--- src/rtl/pe_alu_xbar.sv ---
// CGRA compute tile: 4x4 operand crossbar -> registered two-operand ALU -> 2:1 output switch, configured by a 13-bit serial chain.
// Latency: ALU result registered (1 clk); crossbar, routes and output switch are combinational. No backpressure.
module pe_alu_xbar #(
    parameter int size = 32
) (
    input  logic            clk,
    input  logic            reset,
    input  logic            config_en,
    input  logic            config_in,
    output logic            config_out,
    input  logic [size-1:0] in0,
    input  logic [size-1:0] in1,
    input  logic [size-1:0] in2,
    output logic [size-1:0] out0,
    output logic [size-1:0] route0,
    output logic [size-1:0] route1
);

    logic [12:0]     cfg_q, cfg_d;
    logic [size-1:0] alu_q, alu_d;

    logic [3:0]      alu_op;
    logic            osel;
    logic [1:0]      xsel0, xsel1, xsel2, xsel3;
    logic [size-1:0] x_in [4];
    logic [size-1:0] alu_a, alu_b;
    logic [4:0]      sh;

    assign alu_op = cfg_q[3:0];
    assign osel   = cfg_q[4];
    assign xsel0  = cfg_q[6:5];
    assign xsel1  = cfg_q[8:7];
    assign xsel2  = cfg_q[10:9];
    assign xsel3  = cfg_q[12:11];

    // Slot 2 is the registered ALU result, so feedback never forms a comb loop.
    assign x_in[0] = in0;
    assign x_in[1] = in1;
    assign x_in[2] = alu_q;
    assign x_in[3] = in2;

    assign alu_a  = x_in[xsel0];
    assign alu_b  = x_in[xsel1];
    assign route0 = x_in[xsel2];
    assign route1 = x_in[xsel3];

    assign out0       = osel ? in2 : alu_q;
    assign config_out = cfg_q[12];
    assign sh         = alu_b[4:0];

    always_comb begin
        cfg_d = cfg_q;
        if (config_en) begin
            cfg_d = {cfg_q[11:0], config_in};
        end
    end

    always_comb begin
        alu_d = '0;
        case (alu_op)
            4'd0:  alu_d = alu_a + alu_b;
            4'd1:  alu_d = alu_a - alu_b;
            4'd2:  alu_d = alu_a * alu_b;
            4'd3:  alu_d = alu_a & alu_b;
            4'd4:  alu_d = alu_a | alu_b;
            4'd5:  alu_d = alu_a ^ alu_b;
            4'd6:  alu_d = alu_a << sh;
            4'd7:  alu_d = alu_a >> sh;
            4'd8:  alu_d = $unsigned($signed(alu_a) >>> sh);
            4'd9:  alu_d[0] = (alu_a == alu_b);
            4'd10: alu_d[0] = ($signed(alu_a) < $signed(alu_b));
            4'd11: alu_d[0] = (alu_a < alu_b);
            4'd12: alu_d = alu_a;
            4'd13: alu_d = alu_b;
            4'd14: alu_d = ($signed(alu_a) < $signed(alu_b)) ? alu_a : alu_b;
            4'd15: alu_d = ($signed(alu_a) > $signed(alu_b)) ? alu_a : alu_b;
            default: alu_d = '0;
        endcase
    end

    always_ff @(posedge clk) begin
        if (reset) begin
            cfg_q <= '0;
            alu_q <= '0;
        end else begin
            cfg_q <= cfg_d;
            alu_q <= alu_d;
        end
    end

endmodule

--- config.mk ---
export PLATFORM = sky130hd
export DESIGN_NAME = pe_alu_xbar
export DESIGN_NICKNAME = d
export VERILOG_FILES = /design/src/rtl/pe_alu_xbar.sv
export SDC_FILE = /design/constraint.sdc
export NUM_CORES = 2
export LEC_CHECK = 0
export BUFFER_PORTS_ARGS = -buffer_cell sky130_fd_sc_hd__buf_4
export CAP_MARGIN = 20
export CORE_MARGIN = 2
export CORE_UTILIZATION = 45
export DETAILED_ROUTE_END_ITERATION = 10
export PLACE_DENSITY = 0.63
export SYNTH_ARGS = -nofsm -noshare
export SYNTH_HDL_FRONTEND = slang
export SYNTH_SLANG_ARGS = --single-unit
--- constraint.sdc ---
create_clock -name clk -period 19.5 [get_ports clk]
set_input_delay 3.9 -clock clk [delete_from_list [all_inputs] [get_ports clk]]
set_output_delay 3.9 -clock clk [all_outputs]
set_load 0.01 [all_outputs]
# Word-level counts from Yosys, hierarchy flattened
# Cells that the tools add are included.
# word_totals
reg_bits,45
output_inout_bits,97
elab_cells,56
# op_classes
n_bitwise,7
muxes,17
mul,1
add_sub_neg,2
n_reduce_logical,1
eq_ne,16
shift,3
order_cmp,7
# op_table
operator,count
31-bit case mux with 13 select lines,1
32-bit 2-to-1 mux,11
32-bit binary-select mux with 2-bit select,4
32-bit less-than comparator,2
32-bit adder,1
32-bit bitwise AND,1
32-bit == test,1
"4-bit == test, second input constant",8
32-bit > comparator,1
32-bit by 32-bit multiplier with 32-bit output,1
32-bit OR,1
32-bit by 5-bit << shifter with 32-bit output,1
32-bit by 5-bit right shift with 32-bit output,1
32-bit by 5-bit >>> shifter with 32-bit output,1
32-bit subtractor,1
32-bit XOR,1
"4-bit by 3-bit == test with 1-bit output, second input constant",4
1-bit case mux with 16 select lines,1
"3-bit greater-or-equal comparator, second input constant",4
2-bit inverter with 3-bit output,4
"4-bit by 2-bit == test with 1-bit output, second input constant",2
"4-bit by 1-bit == test with 1-bit output, second input constant",1
4-bit zero test,1

# Depth between registers and ports, before layout
# logic_depth
ltp_word,7
mapped_depth,35
ltp_nobuf,29

# Worst setup path after synthesis
# Ideal clock, no wire load.
# synth_path
path_type,input port to flip-flop
startpoint,input in2[2]
endpoint,register alu_q[31]
slack_ps,7469
setup_time_ps,125
cell_stages,30
arrival_ps,11906
path_cell_list,mux2i_1 -> mux2_2 -> buf_2 -> buf_2 -> clkbuf_1 -> clkbuf_1 -> buf_1 -> nor2_1 -> fa_1 -> inv_1 -> fa_1 -> fa_1 -> fa_1 -> inv_1 -> fa_1 -> inv_1 -> fa_1 -> inv_1 -> fa_1 -> fa_1 -> ha_1 -> and3_1 -> a311oi_1 -> o211ai_1 -> a221oi_1 -> o311ai_0 -> a21oi_1 -> o21ai_0 -> xnor2_1 -> o2bb2ai_1
# synth_via
elab_chain_cells,6
word_cells_on_any_way,17
# synth_lines
item,line,rtl
from (decl),13,"input logic [size-1:0] in2,"
branches (longest 5 deep; another with 32-bit by 32-bit multiplier with 32-bit output),-,
31-bit case mux with 13 select lines *,60,case (alu_op)
to (signal assigned),87,alu_q <= alu_d;
to (decl),20,"logic [size-1:0] alu_q, alu_d;"
# Every way passes the cells marked *. The select of a mux whose other input is x is not followed.
# A chain may end at the register's enable or synchronous reset.

# Final worst setup path
# layout_path
startpoint,input in2[11]
endpoint,register alu_q[30]
# Same word-level chain as after synthesis.

==> out/qor.csv <==
metric,value,unit
antenna_left,0,
synth-xor-area-share,2.852,%
layout-drive-gt1-share,15.55,%
cts_buffers,5,
synth_area,29790,µm²
drv_cap,0,
crit_top_cell,fa_1,
rsz0062_at_grt,false,
cts_hold_buf,0,
setup_ws,6.763,ns
status,finished clean,
synth_edf_count,0,
syn_to_final_growth,8.007,%
synth_cell_types,89,
final.setup.tns,0,ns
finalHoldViolCount,0,
postCtsSetupRepairBufs,0,
final-setup-viol-count,0,
ys_warn_count,0,
initial_utilization,45.39,%
r2r_start,cfg_q[8],
drcViolationCount,0,
clock_sinks,45,
yosysTopAreaCell,fa_1,
yosys-top-cells-count,"nor2_1 (494), inv_1 (466), fa_1 (410), nand2_1 (402), ha_1 (220)",
core_area,65630,µm²
dieWidth,261.3,µm
worstPathRequired,19.74,ns
fin_crit,12.74,ns
die_y,261.3,µm
htreeDepth,2,
max_freq,0.07851,GHz
cp-end-kind,flop,
cpPeakStageDelay,0.72,ns
fin_skew,0.01624,ns
crit_arrival,12.98,ns
clock_latency,0.32,ns
numPortBuffers,196,
ys_seq_area_share,3.024,%
drv_slew,0,
synthArstFlopShare,0,%
cts_resized,0,
synth_top_family_by_area,adder cells,
multi_input_area,25980,µm²
r2r_cells,26,
worstMarginPinSlew,1.216,ns
r2r_setup_slack,9.32,ns
drt_iter0_drc,4663,
grt-ovfl-total,0,
grt_pass1_vias,29288,
synth_seq_cells,45,
critPathBufInv,5,
grtUsageTotal,40.83,%
critical_path_depth,26,
cts_buffer_depth,2,
die_area,68260,µm²
finalCritPeriodShare,65.32,%
worst-path-max-fanout,19,
crit_path_start,in2[11],
ios,197,
worstSetupStartpointType,input pin,
synth-simple-area-share,14.64,%
ys_top_cells_by_area,"fa_1 (28%), ha_1 (9.2%), mux4_2 (6.6%)",
avgViaCountPerCell,6.569,
synth_most_common_cell,nor2_1,
clockRootBuffer,clkbuf_16,
antenna_found_initial,6,
yosysTopAreaCellShare,27.56,%
hold_class,reg2reg,
place_ws,6.731,ns
cp_top_family,adder cells,
worstSetupPathType,in2reg,
relSlewSlack,18.95,%
grt_pass1_wl,202200,µm
syn_inst,3670,
postSynthAreaPerCell,8.116,µm²
synth_compound_area_share,16.23,%
crit_path_end,alu_q[30],
synthMuxAreaShare,16.40,%
hpwlAfterDp,107300,µm
fp-row-count,94,
firstDrtPassIters,7,
vias,30020,
drt_wl_total,140700,µm
synth_adder_area_share,36.80,%
rr_endpoint,alu_q[30],
wl_per_cell,30.80,µm
cts_tree,built,
seq_area,910.9,µm²
syn_nets,4400,
clkTransAtPathRegs,0.09,ns
gp_congestion,1.053,
fillers,6546,
post-route-util,49.02,%
cp_slowest_cell,clkinv_1,
grt_max_degree,63,
synth_top_flop_cell,dfxtp_1,
min_from,cfg_q[9],
nets,4432,
-- worst register-to-register path, stage by stage (launching register included) --
cell and delay (ns):
dfxtp_2 0.79, buf_4 0.58, mux2_2 0.42, o21ai_2 0.77, inv_1 0.61, nand2_1 0.25
fa_1 0.24, inv_1 0.06, fa_1 0.48, inv_1 0.05, fa_1 0.48, fa_1 0.51
fa_1 0.56, inv_1 0.06, fa_1 0.45, fa_1 0.53, fa_1 0.42, ha_1 0.35
a21o_1 0.20, a21oi_1 0.44, nand2b_1 0.11, o31ai_1 0.68, o211ai_1 0.30, a31oi_1 0.26
xnor2_1 0.19, nand2_1 0.13, a31oi_1 0.20
-- cells in the final DEF, fill, tap and decap left out, types with 20 or more instances in the layout --
cell type,count
ha_1,220
a31oi_1,32
o21ai_0,176
a22oi_1,37
xnor2_1,79
o21ai_2,21
nor2_1,492
fa_1,410
mux2_2,112
buf_4,287
nor3_1,30
mux4_2,87
o22ai_1,24
mux2i_1,157
a221oi_1,34
o211ai_1,24
a21oi_1,143
inv_1,466
nand3_1,34
dfxtp_1,37
o221ai_1,24
a211oi_1,25
nand2_1,402
a21o_1,20
-- logic make-up after synthesis --
| kind of cell | after synthesis |
|---|---|
| and+or+nand+nor | 1063 |
| adders and majority gates | 630 |
| DFF | 45 |
| muxes | 363 |
| buffers and inverters | 751 |
| xor gates and xnor gates | 97 |
| AOI/OAI and AO/OA | 721 |
-- worst min-delay path by stage --
| stage | end | slack [ns] | cells past startpoint |
|---|---|---|---|
| finish | cfg_q[9] | 0.63 | 2 |
| global route | cfg_q[9] | 0.67 | 2 |
| global placement | cfg_q[9] | 0.63 | 2 |
| CTS | cfg_q[9] | 0.64 | 2 |
| floorplan | alu_q[0] | 0.65 | 3 |
| detailed placement | cfg_q[9] | 0.63 | 2 |
-- area by class of cell --
class	instances	share of cell area [%]
Antenna cell	3	0.02334
Clock buffer	5	0.3889
Clock inverter	3	0.2139
Inverter	489	5.713
Multi-Input combinational cell	2874	80.77
Sequential cell	45	2.831
Tap cell	864	3.360
Timing Repair Buffer	287	6.697
-- flip-flops by register name, summed over array words and instances (netlist names) --
name	flops
alu_q	32
cfg_q	13
-- metrics by stage --
| stage | instance area (µm²) | hold WS, ns | std cells |
|---|---|---|---|
| finish | 32170 | 0.6331 | 4570 |
| detailed placement | 31970 | 0.6299 | 4559 |
| CTS | 32160 | 0.6440 | 4567 |
| floorplan | 29790 | 0.6543 | 3670 |
| global route | 32170 | 0.6732 | 4568 |
| global placement | 31970 | 0.6267 | 4559 |
-- layer usage --
layer | up-vias | GRT usage, % | part of all wire [%]
li1 | 12415 | - | -
met1 | 14683 | 54.98 | 38
met2 | 2405 | 60.12 | 41
met3 | 513 | 10.32 | 14
met4 | 4 | 22.19 | 6.8
met5 | - | 0 | 0.020
Power is left out: the tool's default activity adds up to more than one toggle a clock period on the data nets, which glitch-free logic cannot reach.
